<file path="src/rtl/axi_lite_cmd_master_if.sv">
// Command/response and AXI-Lite bus bundle for axi_lite_cmd_master.
interface axi_lite_cmd_master_if #(
   parameter int ADDR_WIDTH = 32,
   parameter int DATA_WIDTH = 32
);
   logic                  cmd_valid;
   logic                  cmd_ready;
   logic                  cmd_rw;
   logic [ADDR_WIDTH-1:0] cmd_addr;
   logic [DATA_WIDTH-1:0] cmd_wdata;

   logic                  rsp_valid;
   logic                  rsp_ready;
   logic                  rsp_rw;
   logic [DATA_WIDTH-1:0] rsp_rdata;
   logic [1:0]            rsp_resp;

   logic                  awvalid;
   logic                  awready;
   logic [ADDR_WIDTH-1:0] awaddr;
   logic                  wvalid;
   logic                  wready;
   logic [DATA_WIDTH-1:0] wdata;
   logic                  bvalid;
   logic                  bready;
   logic [1:0]            bresp;
   logic                  arvalid;
   logic                  arready;
   logic [ADDR_WIDTH-1:0] araddr;
   logic                  rvalid;
   logic                  rready;
   logic [DATA_WIDTH-1:0] rdata;
   logic [1:0]            rresp;

   modport master (
      input  cmd_valid, cmd_rw, cmd_addr, cmd_wdata,
      output cmd_ready,
      output rsp_valid, rsp_rw, rsp_rdata, rsp_resp,
      input  rsp_ready,
      output awvalid, awaddr, wvalid, wdata, bready,
      input  awready, wready, bvalid, bresp,
      output arvalid, araddr, rready,
      input  arready, rvalid, rdata, rresp
   );

   modport slave (
      output cmd_valid, cmd_rw, cmd_addr, cmd_wdata,
      input  cmd_ready,
      input  rsp_valid, rsp_rw, rsp_rdata, rsp_resp,
      output rsp_ready,
      input  awvalid, awaddr, wvalid, wdata, bready,
      output awready, wready, bvalid, bresp,
      input  arvalid, araddr, rready,
      output arready, rvalid, rdata, rresp
   );
endinterface

</file>
<file path="src/rtl/axi_lite_cmd_master.sv">
// Single-outstanding command to AXI-Lite master; every output is a flop
// loaded from the next-state logic so no input reaches an output combinationally.
module axi_lite_cmd_master #(
   parameter int ADDR_WIDTH = 32,
   parameter int DATA_WIDTH = 32
) (
   input  logic                  aclk,
   input  logic                  areset,
   axi_lite_cmd_master_if.master bus,
   output logic [15:0]           err_count
);
   typedef enum logic [2:0] {
      IDLE, WR_REQ, WR_RESP, RD_REQ, RD_DATA, RSP_OUT
   } state_t;

   state_t state, state_nx;

   logic                  cmd_ready, cmd_ready_nx;
   logic                  awvalid, awvalid_nx;
   logic                  wvalid, wvalid_nx;
   logic                  bready, bready_nx;
   logic                  arvalid, arvalid_nx;
   logic                  rready, rready_nx;
   logic                  rsp_valid, rsp_valid_nx;
   logic                  rsp_rw, rsp_rw_nx;
   logic [1:0]            rsp_resp, rsp_resp_nx;
   logic [DATA_WIDTH-1:0] rsp_rdata, rsp_rdata_nx;
   logic [DATA_WIDTH-1:0] wdata, wdata_nx;
   logic [ADDR_WIDTH-1:0] awaddr, awaddr_nx;
   logic [ADDR_WIDTH-1:0] araddr, araddr_nx;
   logic [15:0]           err_nx;
   logic                  accept;
   logic                  aw_ok, w_ok;
   logic                  resp_err;

   assign accept = bus.cmd_valid & cmd_ready;
   // A channel counts as done once its VALID has already dropped
   assign aw_ok  = ~awvalid | bus.awready;
   assign w_ok   = ~wvalid | bus.wready;

   always_comb begin
      state_nx     = state;
      cmd_ready_nx = cmd_ready;
      awvalid_nx   = awvalid;
      wvalid_nx    = wvalid;
      bready_nx    = bready;
      arvalid_nx   = arvalid;
      rready_nx    = rready;
      rsp_valid_nx = rsp_valid;
      rsp_rw_nx    = rsp_rw;
      rsp_resp_nx  = rsp_resp;
      rsp_rdata_nx = rsp_rdata;
      wdata_nx     = wdata;
      awaddr_nx    = awaddr;
      araddr_nx    = araddr;
      resp_err     = 1'b0;
      unique case (state)
         IDLE: begin
            cmd_ready_nx = ~accept;
            if (accept) begin
               rsp_rw_nx = bus.cmd_rw;
               if (bus.cmd_rw) begin
                  state_nx   = RD_REQ;
                  araddr_nx  = bus.cmd_addr;
                  arvalid_nx = 1'b1;
               end else begin
                  state_nx   = WR_REQ;
                  awaddr_nx  = bus.cmd_addr;
                  wdata_nx   = bus.cmd_wdata;
                  awvalid_nx = 1'b1;
                  wvalid_nx  = 1'b1;
               end
            end
         end
         WR_REQ: begin
            if (awvalid & bus.awready) awvalid_nx = 1'b0;
            if (wvalid & bus.wready)   wvalid_nx  = 1'b0;
            if (aw_ok & w_ok) begin
               state_nx  = WR_RESP;
               bready_nx = 1'b1;
            end
         end
         WR_RESP: begin
            if (bus.bvalid & bready) begin
               state_nx     = RSP_OUT;
               bready_nx    = 1'b0;
               rsp_valid_nx = 1'b1;
               rsp_resp_nx  = bus.bresp;
               rsp_rdata_nx = '0;
               resp_err     = (bus.bresp != 2'b00);
            end
         end
         RD_REQ: begin
            if (arvalid & bus.arready) begin
               state_nx   = RD_DATA;
               arvalid_nx = 1'b0;
               rready_nx  = 1'b1;
            end
         end
         RD_DATA: begin
            if (bus.rvalid & rready) begin
               state_nx     = RSP_OUT;
               rready_nx    = 1'b0;
               rsp_valid_nx = 1'b1;
               rsp_resp_nx  = bus.rresp;
               rsp_rdata_nx = bus.rdata;
               resp_err     = (bus.rresp != 2'b00);
            end
         end
         RSP_OUT: begin
            if (bus.rsp_ready) begin
               state_nx     = IDLE;
               rsp_valid_nx = 1'b0;
               cmd_ready_nx = 1'b1;
            end
         end
         default: state_nx = IDLE;
      endcase
   end

   always_comb begin
      err_nx = err_count;
      if (resp_err && err_count != 16'hFFFF)
         err_nx = err_count + 16'd1;
   end

   always_ff @(posedge aclk or posedge areset) begin
      if (areset) begin
         state     <= IDLE;
         cmd_ready <= 1'b0;
         awvalid   <= 1'b0;
         wvalid    <= 1'b0;
         bready    <= 1'b0;
         arvalid   <= 1'b0;
         rready    <= 1'b0;
         rsp_valid <= 1'b0;
         rsp_rw    <= 1'b0;
         rsp_resp  <= 2'b00;
         rsp_rdata <= '0;
         wdata     <= '0;
         awaddr    <= '0;
         araddr    <= '0;
         err_count <= 16'd0;
      end else begin
         state     <= state_nx;
         cmd_ready <= cmd_ready_nx;
         awvalid   <= awvalid_nx;
         wvalid    <= wvalid_nx;
         bready    <= bready_nx;
         arvalid   <= arvalid_nx;
         rready    <= rready_nx;
         rsp_valid <= rsp_valid_nx;
         rsp_rw    <= rsp_rw_nx;
         rsp_resp  <= rsp_resp_nx;
         rsp_rdata <= rsp_rdata_nx;
         wdata     <= wdata_nx;
         awaddr    <= awaddr_nx;
         araddr    <= araddr_nx;
         err_count <= err_nx;
      end
   end

   assign bus.cmd_ready = cmd_ready;
   assign bus.awvalid   = awvalid;
   assign bus.awaddr    = awaddr;
   assign bus.wvalid    = wvalid;
   assign bus.wdata     = wdata;
   assign bus.bready    = bready;
   assign bus.arvalid   = arvalid;
   assign bus.araddr    = araddr;
   assign bus.rready    = rready;
   assign bus.rsp_valid = rsp_valid;
   assign bus.rsp_rw    = rsp_rw;
   assign bus.rsp_resp  = rsp_resp;
   assign bus.rsp_rdata = rsp_rdata;
endmodule

</file>
<file path="src/flat_wrapper.sv">
// flat-port wrapper written by rule: the top's interface ports become plain ports
module axi_lite_cmd_master_flat 
#(
   parameter int ADDR_WIDTH = 32,
   parameter int DATA_WIDTH = 32
)
  (aclk, areset, err_count, bus_cmd_valid, bus_cmd_rw, bus_cmd_addr, bus_cmd_wdata, bus_cmd_ready, bus_rsp_valid, bus_rsp_rw, bus_rsp_rdata, bus_rsp_resp, bus_rsp_ready, bus_awvalid, bus_awaddr, bus_wvalid, bus_wdata, bus_bready, bus_awready, bus_wready, bus_bvalid, bus_bresp, bus_arvalid, bus_araddr, bus_rready, bus_arready, bus_rvalid, bus_rdata, bus_rresp);
  axi_lite_cmd_master_if #(.ADDR_WIDTH(ADDR_WIDTH), .DATA_WIDTH(DATA_WIDTH)) bus_i ();
  input  logic aclk;
  input  logic areset;
  output logic [15:0] err_count;
  input wire logic [$bits(bus_i.cmd_valid)-1:0] bus_cmd_valid;
  input wire logic [$bits(bus_i.cmd_rw)-1:0] bus_cmd_rw;
  input wire logic [$bits(bus_i.cmd_addr)-1:0] bus_cmd_addr;
  input wire logic [$bits(bus_i.cmd_wdata)-1:0] bus_cmd_wdata;
  output wire logic [$bits(bus_i.cmd_ready)-1:0] bus_cmd_ready;
  output wire logic [$bits(bus_i.rsp_valid)-1:0] bus_rsp_valid;
  output wire logic [$bits(bus_i.rsp_rw)-1:0] bus_rsp_rw;
  output wire logic [$bits(bus_i.rsp_rdata)-1:0] bus_rsp_rdata;
  output wire logic [$bits(bus_i.rsp_resp)-1:0] bus_rsp_resp;
  input wire logic [$bits(bus_i.rsp_ready)-1:0] bus_rsp_ready;
  output wire logic [$bits(bus_i.awvalid)-1:0] bus_awvalid;
  output wire logic [$bits(bus_i.awaddr)-1:0] bus_awaddr;
  output wire logic [$bits(bus_i.wvalid)-1:0] bus_wvalid;
  output wire logic [$bits(bus_i.wdata)-1:0] bus_wdata;
  output wire logic [$bits(bus_i.bready)-1:0] bus_bready;
  input wire logic [$bits(bus_i.awready)-1:0] bus_awready;
  input wire logic [$bits(bus_i.wready)-1:0] bus_wready;
  input wire logic [$bits(bus_i.bvalid)-1:0] bus_bvalid;
  input wire logic [$bits(bus_i.bresp)-1:0] bus_bresp;
  output wire logic [$bits(bus_i.arvalid)-1:0] bus_arvalid;
  output wire logic [$bits(bus_i.araddr)-1:0] bus_araddr;
  output wire logic [$bits(bus_i.rready)-1:0] bus_rready;
  input wire logic [$bits(bus_i.arready)-1:0] bus_arready;
  input wire logic [$bits(bus_i.rvalid)-1:0] bus_rvalid;
  input wire logic [$bits(bus_i.rdata)-1:0] bus_rdata;
  input wire logic [$bits(bus_i.rresp)-1:0] bus_rresp;
  assign bus_i.cmd_valid = bus_cmd_valid;
  assign bus_i.cmd_rw = bus_cmd_rw;
  assign bus_i.cmd_addr = bus_cmd_addr;
  assign bus_i.cmd_wdata = bus_cmd_wdata;
  assign bus_cmd_ready = bus_i.cmd_ready;
  assign bus_rsp_valid = bus_i.rsp_valid;
  assign bus_rsp_rw = bus_i.rsp_rw;
  assign bus_rsp_rdata = bus_i.rsp_rdata;
  assign bus_rsp_resp = bus_i.rsp_resp;
  assign bus_i.rsp_ready = bus_rsp_ready;
  assign bus_awvalid = bus_i.awvalid;
  assign bus_awaddr = bus_i.awaddr;
  assign bus_wvalid = bus_i.wvalid;
  assign bus_wdata = bus_i.wdata;
  assign bus_bready = bus_i.bready;
  assign bus_i.awready = bus_awready;
  assign bus_i.wready = bus_wready;
  assign bus_i.bvalid = bus_bvalid;
  assign bus_i.bresp = bus_bresp;
  assign bus_arvalid = bus_i.arvalid;
  assign bus_araddr = bus_i.araddr;
  assign bus_rready = bus_i.rready;
  assign bus_i.arready = bus_arready;
  assign bus_i.rvalid = bus_rvalid;
  assign bus_i.rdata = bus_rdata;
  assign bus_i.rresp = bus_rresp;
  axi_lite_cmd_master #(.ADDR_WIDTH(ADDR_WIDTH), .DATA_WIDTH(DATA_WIDTH)) u_core (.aclk(aclk), .areset(areset), .bus(bus_i), .err_count(err_count));
endmodule
</file>
<file path="config.mk">
export PLATFORM = sky130hd
export DESIGN_NAME = axi_lite_cmd_master_flat
export DESIGN_NICKNAME = d
export VERILOG_FILES = /design/src/rtl/axi_lite_cmd_master_if.sv /design/src/rtl/axi_lite_cmd_master.sv /design/src/flat_wrapper.sv
export SDC_FILE = /design/constraint.sdc
export NUM_CORES = 1
export LEC_CHECK = 0
export BUFFER_PORTS_ARGS = -buffer_cell sky130_fd_sc_hd__buf_2
export CAP_MARGIN = 20
export CELL_PAD_IN_SITES_DETAIL_PLACEMENT = 1
export CELL_PAD_IN_SITES_GLOBAL_PLACEMENT = 2
export CORE_ASPECT_RATIO = 1.4
export CORE_MARGIN = 10
export CORE_UTILIZATION = 32
export DETAILED_ROUTE_END_ITERATION = 16
export GPL_TIMING_DRIVEN = 0
export PLACE_DENSITY = 0.9
export SLEW_MARGIN = 20
export SYNTH_ARGS = -nofsm -noshare
export SYNTH_HDL_FRONTEND = slang
export SYNTH_SLANG_ARGS = --single-unit
</file>
<file path="constraint.sdc">
create_clock -name aclk -period 9.2 [get_ports aclk]
set_input_delay 1.84 -clock aclk [delete_from_list [all_inputs] [get_ports aclk]]
set_output_delay 1.84 -clock aclk [all_outputs]
set_load 0.01 [all_outputs]
</file>
=== After elaboration in Yosys (flattened, before gate mapping) ===
Cells that the tools add are included.

* Bits in registers: 157
* Input port bits: 110
* Output and inout port bits: 154
* Logic and storage cells: 107

* $add $sub $neg: 1
* Equality and inequality tests: 16
* Multiplexer cells: 39
* Bitwise operators: 13
* Reduce and logical (&&, ||, !) cells: 23

{| class="wikitable"
|+ Operators by type and width
! operator !! number
|-
| 2-to-1 mux 32 bit || 2
|-
| one-hot mux 32 bit (2 select lines) || 1
|-
| 2-to-1 mux 3 bit || 6
|-
| one-hot mux 3 bit (6 select lines) || 1
|-
| 2-to-1 mux 1 bit || 17
|-
| adder 16 x 1 -> 16 bit (second input constant) || 1
|-
| inequality test 16 bit (second input constant) || 1
|-
| AND reduction 4 bit || 4
|-
| nonzero test 2 bit || 8
|-
| AND reduction 3 bit || 5
|-
| inequality test 2 x 1 -> 1 bit (second input constant) || 7
|-
| one-hot mux 1 bit (2 select lines) || 7
|-
| AND 1 bit || 7
|-
| == test 3 x 2 -> 1 bit (second input constant) || 2
|-
| == test 3 bit (second input constant) || 2
|-
| 2-to-1 mux 2 bit || 3
|-
| inequality test 2 bit (second input constant) || 3
|-
| AND reduction 6 bit || 1
|-
| inverter 1 bit || 4
|-
| one-hot mux 2 bit (2 select lines) || 1
|-
| AND reduction 2 bit || 2
|-
| == test 3 x 1 -> 1 bit (second input constant) || 1
|-
| logical NOT 3 bit || 1
|-
| one-hot mux 1 bit (3 select lines) || 1
|-
| other kinds (3) || 4
|}

=== Longest topological paths before layout ===
* Depth after elaboration: 5
* Depth in mapped cells: 7
* Mapped depth without buffers: 6

=== Worst setup path after synthesis ===
Ideal clock, no wire load.

* Kind: input-to-reg
* Start: in bus_cmd_valid
* End: reg u_core.awaddr[0], in the netlist u_core.bus.awaddr[0]
* Setup time: 127 ps
* Data arrival time: 2925 ps
* Data required time: 9073 ps
* Setup slack: 6148 ps
* Stages on the path: 6
* Buffers on the path: 2
* Cells stage by stage: nand2_1 nor4_4 and2b_1 buf_4 buf_6 mux2_1

* Cells in the longest elaborated chain, start to end: 2

{| class="wikitable"
|+ RTL lines
! item !! line !! text
|-
| start, declared || flat_wrapper.sv:12 || <nowiki>input wire logic [$bits(bus_i.cmd_valid)-1:0] bus_cmd_valid;</nowiki>
|-
| AND 1 bit || axi_lite_cmd_master.sv:36 || <nowiki>assign accept = bus.cmd_valid & cmd_ready;</nowiki>
|-
| AND reduction 3 bit (no source line) || - ||
|-
| end signal, assigned || axi_lite_cmd_master.sv:157 || <nowiki>awaddr <= awaddr_nx;</nowiki>
|-
| end, declared || axi_lite_cmd_master.sv:29 || <nowiki>logic [ADDR_WIDTH-1:0] awaddr, awaddr_nx;</nowiki>
|}

No other way between the ends.
A chain may end at the register's enable or synchronous reset.

=== Worst setup path after layout ===
* Start: in bus_cmd_valid
* End: reg u_core.wdata[29], in the netlist u_core.bus.wdata[29]

* Cells in the longest elaborated chain, start to end: 2

{| class="wikitable"
|+ RTL lines
! item !! line !! text
|-
| AND 1 bit || axi_lite_cmd_master.sv:36 ||
|-
| AND reduction 3 bit (no source line) || - ||
|-
| end signal, assigned || axi_lite_cmd_master.sv:156 || <nowiki>wdata <= wdata_nx;</nowiki>
|-
| end, declared || axi_lite_cmd_master.sv:28 || <nowiki>logic [DATA_WIDTH-1:0] wdata, wdata_nx;</nowiki>
|}

No other way between the ends.

==> qor.csv <==
stage,metric,value,unit
cts,CTS tree,built,
drt,Initial DRC Count,139,
worst_hold_path,worst hold path class,flip-flop to flip-flop,
drt,TritonRoute pass-1 iters,4,
floorplanning,Die ar.,0.02588,mm²
sta,Slew HR,0.6392,
cts,worst skew pair latency,0.41,ns
pwr,Leak Pwr,4.338,nW
cts,cts bufs inserted,17,
place,routability cong.,0.7326,
critical_path,CP Launch Type,input port,
job,MaxCap Viol Count,0,
synth,synth top area cells,"dfrtp_1 (62%), mux2_2 (11%), mux2_1 (6.8%)",
global_route,grt ovf,0,
sta,Tcrit/Tclk final,0.3260,
drt,# DRC,0,
pwr,Sw Share,0.3378,
finish,fin nets,885,
synth,Avg Synthesized Cell Area,12.89,µm²
cts,Clock Sinks,157,
synth,synthesized cell area,0.006327,mm²
pwr,Gate power share,0.346,
sta,Worst Hold Slack,0.4784,ns
critical_path,CP arrival,3.29,ns
finish,Synth-to-Final Area Change,36.56,%
drt,drt total wl,19730,µm
cts,clk slew on worst S/H paths,0.06,ns
global_route,largest net degree at the start of global routing,89,
global_route,Total GRT Usage,0.1501,
synth,Synth cell types,39,
drt,WL/cell,19.05,µm
cts,H-tree depth,4,
sta,Worst-Margin Slew,0.5363,ns
cts,Root Buffer Master,clkbuf_16,
sta,Final Setup Violations,0,
sta,final setup TNS,0,ns
synth,post-synthesis cell count,491,
place,dpl ws,5.717,ns
place,I/O Buffers,263,
finish,most frequent cells in the layout,"buf_2 (273), dfrtp_1 (157), nand2_1 (82), mux2_2 (60)",
critical_path,"Req. time, crit path",9.49,ns
pwr,Clock power frac,0.264,
global_route,global-route wire length before repair,31380,µm
synth,Post-synth EDFFs,0,
sta,setup ws final,6.200,ns
pwr,maximum VDD drop,0.1492,mV
sta,Fin. Hold Viols,0,
finish,Finished Core Util,0.4461,
sta,Achievable Freq,333.4,MHz
critical_path,CP Max Fanout,10,
finish,Layout Cells excl Fill,1036,
floorplanning,row count,60,
pwr,Sw Pwr,0.0009775,W
cts,Clock Path Buffers,2,
global_route,initial antenna violation count,4,
synth,sequential share of the synthesized area,0.6209,
pwr,Pwr Density,334.9,mW/mm²
floorplanning,Chip Height,186.4,µm
synth,post-synth top area cell,dfrtp_1,
sta,final slew viol count,0,
sta,Layout Skew,0.006966,ns
pwr,Reg power frac,0.390,
sta,Final min period,3.000,ns
cts,Post-CTS Setup Bufs,0,
synth,Synth Flop Type,dfrtp_1,
floorplanning,Core ar.,0.01937,mm²
sta,RSZ-0062 raised after global routing,no,
outcome,outcome,"finished, final reports clean",
floorplanning,Initial Util,0.3267,
synth,Mapped Nets,602,
synth,Yosys Warn Count,0,
place,placed instance count,1003,
synth,Yosys top cell area share,0.6209,
global_route,vias in the first global route,5515,
critical_path,Setup CP Type,input port to flip-flop,
drt,DR vias/cell,4.679,
finish,"most common cell after layout, fill and taps aside",buf_2,
floorplanning,IO Pins,264,
synth,fraction of registers with async set/reset,1.000,
cts,hold buffers post-CTS,0,
pwr,total internal power,0.001916,W
drt,via count,4847,
floorplanning,die width,138.8,µm
drt,DRT antenna net count,0,
cts,number of gates resized after CTS,0,
finish,proportion of layout cells with a drive suffix above 1,0.4822,
synth,"FF+latch count, synth",157,
critical_path,Worst setup EP type,flip-flop,
place,Final HPWL DP,15550,µm
==> worst paths after layout <==
path,start,end,slack (ns),depth (start not counted)
worst max register to register,u_core.state[1],u_core.bus.wdata[29],7.22,6
min in group asynchronous,areset,u_core.bus.wdata[10],1.44,2
worst min-delay path,u_core.bus.rsp_resp[0],u_core.bus.rsp_resp[0],0.48,2
max in group asynchronous,areset,u_core.bus.rsp_valid,6.93,3
worst max-delay path,bus_cmd_valid,u_core.bus.wdata[29],6.20,7
worst min register to register,u_core.bus.rsp_resp[0],u_core.bus.rsp_resp[0],0.48,2
==> routing by layer <==
metal  global-route usage  routed length [µm]
met1               0.1520                7300
met2               0.2760               10700
met3              0.05431                1334
met4              0.05068                 385
met5                    0                   7
==> synth_stat cells (all sizes together), types with 3 or more instances <==
cell / number
o21ai: 38
nand4: 9
buf: 17
dfrtp: 157
a21o: 3
a21oi: 6
inv: 8
nand2: 82
nor2: 13
clkbuf: 8
nand3: 9
mux2: 98
xnor2: 13
nand4b: 3
and3: 3
==> power groups by stage <==
stage	Combinational (W)	Sequential [W]	Clock, W
after floorplan	0.000400	0.00127	0
after global placement	0.000999	0.00112	0
after detailed placement	0.00103	0.00114	0
after CTS	0.00103	0.00113	0.000791
after global routing	0.00110	0.00117	0.000821
final	0.00100	0.00113	0.000765
==> worst max-delay path, stage by stage <==
cell     delay, ns
buf_2         0.08
nand2_1       0.12
nor4_4        0.26
and2b_1       0.21
buf_4         0.24
buf_6         0.19
mux2_1        0.34
==> registers in the layout, indices dropped and copies added, names as in the netlist <==
register and count:
u_core.bus.arvalid 1, u_core.bus.wvalid 1, u_core.bus.araddr 32, u_core.bus.rsp_rdata 32, u_core.bus.wdata 32, u_core.bus.rsp_valid 1, u_core.bus.rready 1, u_core.bus.awvalid 1
u_core.bus.awaddr 32, u_core.bus.rsp_resp 2, u_core.bus.cmd_ready 1, u_core.bus.bready 1, u_core.state 3, u_core.bus.rsp_rw 1, u_core.err_count 16
==> through the flow <==
step	instance area, µm²	total power (W)
after CTS	8636	0.002955
after global placement	7954	0.002121
after detailed placement	7989	0.002173
after global routing	8641	0.003096
after floorplan	6327	0.001673
final	8641	0.002894
==> area by class of cell <==
type	instances	area, µm²
fill	2162	10730
sequential	157	3929
multi-input combinational	301	2217
timing repair buffer	264	1344
clock buffer	20	466.7
tap	248	310.3
clock inverter	11	180.2
buffer	25	151.4
inverter	8	37.54
antenna	2	5.005
==> logic make-up after synthesis <==
kind of cell	after synthesis	share of synthesized area
AOI/OAI and AO/OA	58	0.05280
xor gates and xnor gates	14	0.01938
adders and majority gates	1	0.001977
buffers and inverters	33	0.02867
DFF	157	0.6209
muxes	100	0.1776
and+or+nand+nor	128	0.09868
(Power assumes the default switching activity.)
